## config.mk

```make
export PLATFORM = sky130hd
export DESIGN_NAME = prime_scan_ctrl
export DESIGN_NICKNAME = d
export VERILOG_FILES = /design/src/rtl/prime_scan_ctrl.sv
export SDC_FILE = /design/constraint.sdc
export NUM_CORES = 1
export LEC_CHECK = 0
export CELL_PAD_IN_SITES_DETAIL_PLACEMENT = 1
export CELL_PAD_IN_SITES_GLOBAL_PLACEMENT = 1
export CORE_UTILIZATION = 50
export CTS_CLUSTER_DIAMETER = 100
export DETAILED_ROUTE_END_ITERATION = 10
export PLACE_DENSITY_LB_ADDON = 0.1
export REMOVE_ABC_BUFFERS = 1
export SETUP_SLACK_MARGIN = 0.15
export SLEW_MARGIN = 40
export SYNTH_ARGS = -nofsm -noshare
export SYNTH_HDL_FRONTEND = slang
export SYNTH_SLANG_ARGS = --single-unit
```

## constraint.sdc

```tcl
create_clock -name clk -period 9.3 [get_ports clk]
set_input_delay 1.395 -clock clk [delete_from_list [all_inputs] [get_ports clk]]
set_output_delay 1.395 -clock clk [all_outputs]
set_load 0.05 [all_outputs]
```

## src/rtl/prime_scan_ctrl.sv

```systemverilog
`default_nettype none
// ============================================================================
// Module      : prime_check
// Description : Combinational primality test by trial division. 0 and 1 are
//               not prime. Divisors run up to 2^ceil(WIDTH/2)-1, which always
//               covers floor(sqrt(2^WIDTH-1)).
// Ports       : number   - candidate value (WIDTH bits)
//               is_prime - 1 when number is prime
// Revision    : 1.0 - initial release
// ============================================================================
module prime_check #(
    parameter int WIDTH = 8
) (
    input  logic [WIDTH-1:0] number,
    output logic             is_prime
);

    // Exclusive upper bound for trial divisors.
    localparam int C_DIV_LIMIT = 1 << ((WIDTH + 1) / 2);

    int w_n;

    always_comb begin
        w_n      = int'(number);
        is_prime = (w_n >= 2);
        for (int d = 2; d < C_DIV_LIMIT; d++) begin
            // Only divisors with d*d <= n matter; larger ones are inert.
            if ((d * d <= w_n) && ((w_n % d) == 0)) begin
                is_prime = 1'b0;
            end
        end
    end

endmodule

// ============================================================================
// Module      : prime_scan_ctrl
// Description : Scans the inclusive range [lo, hi] one candidate per cycle and
//               presents each prime on a valid/ready output, counting the
//               primes accepted by the consumer. A one-cycle done pulse marks
//               the end of each scan.
// Ports       : clk         - clock, rising edge active
//               rst         - synchronous active-high reset
//               start       - scan request, honoured only in IDLE
//               lo, hi      - inclusive bounds, latched on accepted start
//               busy        - high while scanning or emitting a prime
//               done        - one-cycle completion pulse
//               prime_out   - current prime, valid while prime_valid=1
//               prime_valid - prime_out holds a prime awaiting acceptance
//               prime_ready - consumer accepts prime_out at this edge
//               prime_count - primes accepted in the current/last scan
// Revision    : 1.0 - initial release
// ============================================================================
module prime_scan_ctrl #(
    parameter int WIDTH = 8
) (
    input  logic             clk,
    input  logic             rst,
    input  logic             start,
    input  logic [WIDTH-1:0] lo,
    input  logic [WIDTH-1:0] hi,
    output logic             busy,
    output logic             done,
    output logic [WIDTH-1:0] prime_out,
    output logic             prime_valid,
    input  logic             prime_ready,
    output logic [WIDTH-1:0] prime_count
);

    typedef enum logic [1:0] {
        IDLE = 2'd0,
        SCAN = 2'd1,
        EMIT = 2'd2,
        DONE = 2'd3
    } state_t;

    state_t           r_state;
    state_t           w_state_next;
    logic [WIDTH-1:0] r_cand;
    logic [WIDTH-1:0] r_hi;
    logic [WIDTH-1:0] r_prime_out;
    logic [WIDTH-1:0] r_prime_count;
    logic             w_is_prime;
    logic             w_last;

    prime_check #(
        .WIDTH (WIDTH)
    ) u_prime_check (
        .number   (r_cand),
        .is_prime (w_is_prime)
    );

    // Equality (not cand > hi) ends the scan, so hi = all-ones never wraps.
    assign w_last = (r_cand == r_hi);

    // ------------------------------------------------------------------
    // State register
    // ------------------------------------------------------------------
    always_ff @(posedge clk) begin
        if (rst) begin
            r_state <= IDLE;
        end else begin
            r_state <= w_state_next;
        end
    end

    // ------------------------------------------------------------------
    // Next-state logic
    // ------------------------------------------------------------------
    always_comb begin
        w_state_next = r_state;
        case (r_state)
            IDLE: begin
                if (start) begin
                    w_state_next = (lo > hi) ? DONE : SCAN;
                end
            end
            SCAN: begin
                if (w_is_prime) begin
                    w_state_next = EMIT;
                end else if (w_last) begin
                    w_state_next = DONE;
                end
            end
            EMIT: begin
                if (prime_ready) begin
                    w_state_next = w_last ? DONE : SCAN;
                end
            end
            DONE: begin
                w_state_next = IDLE;
            end
            default: begin
                w_state_next = IDLE;
            end
        endcase
    end

    // ------------------------------------------------------------------
    // Datapath registers
    // ------------------------------------------------------------------
    always_ff @(posedge clk) begin
        if (rst) begin
            r_cand        <= '0;
            r_hi          <= '0;
            r_prime_out   <= '0;
            r_prime_count <= '0;
        end else begin
            case (r_state)
                IDLE: begin
                    if (start) begin
                        r_cand        <= lo;
                        r_hi          <= hi;
                        r_prime_count <= '0;
                    end
                end
                SCAN: begin
                    if (w_is_prime) begin
                        r_prime_out <= r_cand;
                    end else if (!w_last) begin
                        r_cand <= r_cand + WIDTH'(1);
                    end
                end
                EMIT: begin
                    if (prime_ready) begin
                        r_prime_count <= r_prime_count + WIDTH'(1);
                        if (!w_last) begin
                            r_cand <= r_cand + WIDTH'(1);
                        end
                    end
                end
                default: begin
                end
            endcase
        end
    end

    // ------------------------------------------------------------------
    // Outputs (Moore, decoded from state)
    // ------------------------------------------------------------------
    assign busy        = (r_state == SCAN) || (r_state == EMIT);
    assign done        = (r_state == DONE);
    assign prime_valid = (r_state == EMIT);
    assign prime_out   = r_prime_out;
    assign prime_count = r_prime_count;

endmodule
`default_nettype wire

```

After elaboration in Yosys (flattened, before gate mapping)
Index checks and enable logic that the tools add are counted.
- $add $sub $neg: 2
- divide/modulo/power cells: 11
- magnitude comparators: 16
- eq/ne operators: 8
- muxes and demuxes: 29
- reductions and logical operators: 37
- operators by type and width (cell ; count):
    $logic_not A32 Y1 ; 14
    $mod A9 B5 Y32 const B ; 7
    $mod A9 B4 Y32 const B ; 3
    $mux W8 ; 6
    $le A7 B8 Y1 const A ; 4
    $le A8 B8 Y1 const A ; 4
    $mod A9 B3 Y32 const B ; 1
    $pmux W8 S3 ; 1
    $add A8 B1 Y8 const B ; 2
    $le A5 B8 Y1 const A ; 2
    $le A6 B8 Y1 const A ; 2
    $pmux W8 S2 ; 1
    $logic_and A1 B1 Y1 ; 14
    $mux W1 ; 14
    $mux W2 ; 6
    $eq A8 B8 Y1 ; 1
    $ge A8 B2 Y1 const B ; 1
    $gt A8 B8 Y1 ; 1
    $le A3 B8 Y1 const A ; 1
    $le A4 B8 Y1 const A ; 1
    $pmux W2 S4 ; 1
    $reduce_and A3 Y1 ; 2
    $eq A2 B2 Y1 const B ; 2
    $ne A2 B2 Y1 const B ; 2
    9 further kinds ; 10
- register bits after elaboration: 34
- bits of input ports: 20
- logic and storage cells: 108

Depth between registers and ports, before layout
- depth after elaboration: 18
- gate-level depth with buffers: 34
- gate-level depth less buffers: 29

Hierarchy
From an unflattened synthesis, not the netlist that was laid out.
- cell total of the unflattened synthesis: 1374
- area, all modules: 9564.2 um^2
- by module, submodules not included (module ; times used ; cells each ; area each (um^2) ; seq. area each (um^2)):
    prime_check ; 1 ; 1139 ; 7614.8 ; 0.0
    prime_scan_ctrl ; 1 ; 235 ; 1949.4 ; 680.7

Worst setup path after synthesis
Ideal clock, no wire load.
- kind: register to register
- from: reg r_cand[6]
- to: reg r_state[1]
- setup time: 123 ps
- arrival time: 6114 ps
- path slack: 3062 ps
- stages on the path, launching flop included: 28
- path buffers: 4
- clock period less this slack: 6238 ps
- cells stage by stage: dfxtp_1 -> buf_4 -> buf_6 -> buf_6 -> a21oi_1 -> inv_1 -> ha_1 -> nand2b_1 -> a222oi_1 -> nor2_1 -> a221o_1 -> buf_2 -> o21ai_1 -> nor2_1 -> ha_1 -> or4_1 -> and4_1 -> a21oi_1 -> xnor2_1 -> ha_1 -> o41ai_1 -> nor4_1 -> a211oi_1 -> nor4_1 -> nor4_2 -> and3_4 -> o21ai_0 -> mux2_1
- longest elaborated chain between the ends: 18
- elaborated cells between the ends (all ways): 72
- ends and longest elaborated chain (what ; line ; text):
    start: declaration ; 79 ; logic [WIDTH-1:0] r_cand;
    start signal: assignment ; 152 ; r_cand <= lo;
    start signal: assignment ; 161 ; r_cand <= r_cand + WIDTH'(1);
    start signal: assignment ; 168 ; r_cand <= r_cand + WIDTH'(1);
    $mod A9 B3 Y32 or $le A3 B8 Y1 (tied branches) ; 28 ; if ((d * d <= w_n) && ((w_n % d) == 0)) begin
    $logic_not A32 Y1 or $logic_and A1 B1 Y1 (tied branches) ; 28 ;
    $logic_and A1 B1 Y1 or $mux W1 (tied branches) ; 28 ;
    $mux W1 (13 in a row) ; 28 ;
    $mux W2 or $ne A3 B2 Y1 (tied branches) ; - ;
    $pmux W2 S4 or $reduce_and A3 Y1 (tied branches) ; - ;
    end signal: assignment ; 103 ; r_state <= w_state_next;
    end: declaration ; 77 ; state_t r_state;
Parallel ways exist; a longest one is shown, timed or not. The select of a mux whose other input is x is not followed.
A chain may end at the register's enable or synchronous reset.

Final worst setup path
- from: reg r_cand[5]
- to: reg r_prime_out[3], in the netlist prime_out[3]
- longest elaborated chain between the ends: 17
- elaborated cells between the ends (all ways): 66
- ends and longest elaborated chain (what ; line ; text):
    $mod A9 B3 Y32 or $le A3 B8 Y1 (tied branches) ; 28 ;
    $logic_not A32 Y1 or $logic_and A1 B1 Y1 (tied branches) ; 28 ;
    $logic_and A1 B1 Y1 or $mux W1 (tied branches) ; 28 ;
    $mux W1 (12 in a row) ; 28 ;
    $mux W1 * ; 28 ;
    $reduce_and A2 Y1 (no line) * ; - ;
    end signal: assignment ; 159 ; r_prime_out <= r_cand;
    end: declaration ; 81 ; logic [WIDTH-1:0] r_prime_out;
Every way passes the cells marked *; elsewhere a longest branch is shown, timed or not.

==> results.sh <==
export IMPL_outcome="completed"
export IMPL_setup_reg_to_reg_worst_slack_ns=1.41
export IMPL_detailroute_via_count=10500
export IMPL_m1WireLength_mm=14.8
export IMPL_slowest_delay_ns=0.63
export IMPL_postLayoutCoreUtil=0.538
export IMPL_area_added_between_synthesis_and_finish_pct=3.73
export IMPL_whs_path_depth=2
export IMPL_finish_net_count=1319
export IMPL_numClockSinks=34
export IMPL_critPathCaptureType="flip-flop"
export IMPL_dp_final_hpwl_mm=24.2
export IMPL_route_met2_wl_mm=15.3
export IMPL_clock_fmax_mhz=127
export IMPL_clockRootBuffer="clkbuf_16"
export IMPL_worstSkewPairLatency_ns=0.29
export IMPL_tritoncts_clock_tree="built"
export IMPL_critPathLaunchType="flip-flop"
export IMPL_synth_area_leaders="dfxtp_1 7.5%, ha_1 6.0%, a21oi_1 5.4%"
export IMPL_wl_per_cell_microns=22.1
export IMPL_synthesis_yosys_warnings=0
export IMPL_place_gp_congestion=0.917
export IMPL_starting_density_of_the_core=0.519
export IMPL_worst_setup_hold_path_clk_slew_ns=0.06
export IMPL_grt_use_total=0.350
export IMPL_worstRegToRegCells=24
export IMPL_met3_layer_wire_length_in_the_routed_design_mm=1.69
export IMPL_timing_critical_path_depth=24
export IMPL_grt_pass1_vias=10200
export IMPL_arrival_ns=8.05
export IMPL_row_count=48
export IMPL_first_drt_iteration_drcs=855
export IMPL_grt_pass1_wl_mm=52.8
export IMPL_final_design_area_excluding_fillers_sq_um=9440
export IMPL_hold_crit_class="reg2reg"
export IMPL_tns_ns=0
export IMPL_tightest_slew_ns=0.847
export IMPL_ctsHtreeMaxLevel=2
export IMPL_wl_mm=32.7
export IMPL_min_period_ns=7.89
export IMPL_timing_clock_skew_ns=0.00712
export IMPL_layout_drive_gt1_share=0.0892
export IMPL_post_synth_top_area_cell="dfxtp_1"
export IMPL_route_detailed_vias_per_inst=7.08
export IMPL_timing_final_hold_violations=0
export IMPL_timing_worst_setup_path_type="reg2reg"
export IMPL_cts_hold_buf=0
export IMPL_synth_seq_area_share=0.0748
export IMPL_ys_dominant_reg_cell="dfxtp_1"
export IMPL_cpMaxStageDelayCell="nor4_2"
export IMPL_syn_inst=1293
export IMPL_cts_made_buffers=5
export IMPL_io_buffer_count=38
export IMPL_coreArea_sq_um=17500
export IMPL_grt_remaining_overflow=0
export IMPL_synth_cell_area_sq_um=9100
export IMPL_netlist_area_leader_share=0.0748
export IMPL_final_period_utilization=0.849
export IMPL_synth_edff_count=0
export IMPL_max_slew_margin=0.436
export IMPL_die_height_microns=137
export IMPL_postSynthAreaPerCell_sq_um=7.04
export IMPL_worst_ep_required_time_ns=9.45
export IMPL_drc=0
export IMPL_largest_net_degree_at_the_start_of_global_routing=68
export IMPL_highest_layer="met4"
export IMPL_yosysUniqueCellTypes=126
export IMPL_fp_dieW_microns=137
export IMPL_cp_buffers_inverters=2
export IMPL_dieArea_sq_um=18700
export IMPL_placed_area_sq_um=9300
export IMPL_timing_critical_path_max_delay_family="simple AND/OR/NAND/NOR gates"
export IMPL_postSynth_asyncResetShare=0
export IMPL_max_cap_violations=0
export IMPL_yosys_register_bits=34
export IMPL_setup_viol=0
export IMPL_path_cells="buf_4 > a21oi_1 > inv_1 > ha_1 > nand2b_1 > a222oi_1 > nor2_1 > a221o_1 > o21ai_1 > nor2_1 > ha_1 > or4_1 > and4_1 > a21oi_1 > xnor2_1 > ha_1 > o41ai_1 > nor4_1 > a211oi_1 > nor4_1 > nor4_2 > nand4_2 > mux2i_1 > nor2_1"
export IMPL_io_pin_count=39
export IMPL_first_pass_iters=7
export IMPL_cts_max_path_buffers=2
export IMPL_postCtsSetupBuffers=0
export IMPL_number_of_nets_with_antenna_violations_after_detailed_routing=0
export IMPL_fillCellCount=2331
export IMPL_worstPathMaxFanout=61
export IMPL_cts_resized_gates=0
export IMPL_grt_setup_unrepaired="no"
export IMPL_grt_antenna_before_repair=0
export IMPL_slew_violations=0
export IMPL_antennaDiodeCount=0
## through the flow
stage	instances	worst slack [ns]	hold WS, ns
after floorplan	1198	1.85	0.443
after global placement	1473	1.80	0.460
after CTS	1480	1.42	0.474
final	1480	1.41	0.475
after detailed placement	1473	1.52	0.468
after global routing	1480	0.940	0.503
## per-layer routing
layer / global-route usage / vias to the layer above
met3: 0.0348 / 70
met1: 0.463 / 5154
met2: 0.596 / 336
met4: 0.103 / 0
met5: 0 / -
li1: - / 4918
## layout make-up
type                    instances  area (sq um)  area share
multi-input cells            1112          7670       0.812
flip-flops and latches         34           694      0.0736
repair buffers                 50           470      0.0498
well taps                     225           282      0.0298
inverters                      52           195      0.0207
clock buffers                   7           133      0.0140
## state kept, by name, indices dropped and copies added (netlist names)
register,cells
r_hi,8
prime_count,8
r_state,2
prime_out,8
r_cand,8
## Yosys cell counts (7+ instances only)
cell type and count:
inv_1 48, nand2b_1 22, o21ai_1 12, nor2_1 114, nor2b_1 22, or3_1 20
a2111oi_0 11, mux2_2 15, a21oi_1 98, ha_1 44, a31oi_1 25, nor3_1 41
a221oi_1 15, a21o_1 17, o2111ai_1 10, and2_1 8, o21a_1 9, buf_1 8
nand4_1 17, or2_2 12, a211oi_1 17, clkbuf_1 41, xnor2_1 31, dfxtp_1 34
buf_2 19, a32o_1 9, xor2_1 16, and3_1 15, nand2_1 94, o21ai_0 75
nor4_1 10, o211ai_1 16, o22ai_1 11, and4_1 7, mux2i_1 26, nand3_1 64
buf_6 20, a22oi_1 8, o31ai_1 16
## cells by family (layout without fill, tap and decap cells)
logic type,Yosys count,in the layout,share of synthesized area
mux,45,45,0.0540
buf+inv,147,109,0.0834
simple gates,490,490,0.282
fa+ha+maj,45,45,0.0616
flops,34,34,0.0748
xor+xnor,51,51,0.0538
compound gates,481,481,0.391
## tightest hold or removal path, delay by kind of cell (launching register included)
| family | cells | cell delay (ns) |
|---|---|---|
| and+or+nand+nor | 1 | 0.06 |
| DFF | 1 | 0.32 |
| AOI/OAI and AO/OA | 1 | 0.05 |
## cell usage in the layout, fill, tap and decap left out, types with 10 or more instances in the layout
| cell | count |
|---|---|
| a21o_1 | 17 |
| nor4_1 | 10 |
| mux2_2 | 15 |
| and3_1 | 15 |
| dfxtp_1 | 27 |
| o31ai_1 | 15 |
| xor2_1 | 16 |
| mux2i_1 | 26 |
| nor2_1 | 114 |
| a31oi_1 | 25 |
| xnor2_1 | 31 |
| nor3_1 | 41 |
| nand2b_1 | 22 |
| a21oi_1 | 98 |
| nor2b_1 | 22 |
| o21ai_1 | 12 |
| nand3_1 | 64 |
| clkdlybuf4s50_1 | 38 |
| o211ai_1 | 16 |
| nand2_1 | 94 |
| inv_1 | 47 |
| o21ai_0 | 75 |
| buf_4 | 12 |
| ha_1 | 44 |
| o22ai_1 | 11 |
| a211oi_1 | 17 |
| o2111ai_1 | 10 |
| or3_1 | 20 |
| or2_2 | 12 |
| nand4_1 | 17 |
| a2111oi_0 | 11 |
| a221oi_1 | 15 |
## worst paths after layout
path	from	end
hold reg to reg	r_hi[3]	r_hi[3]
setup reg to reg	r_cand[5]	prime_out[3]
hold / removal	r_hi[3]	r_hi[3]
setup / recovery	r_cand[5]	prime_out[3]
Power is not shown: default switching activity piles up to over one toggle a cycle in this logic, so the estimate is an artifact.
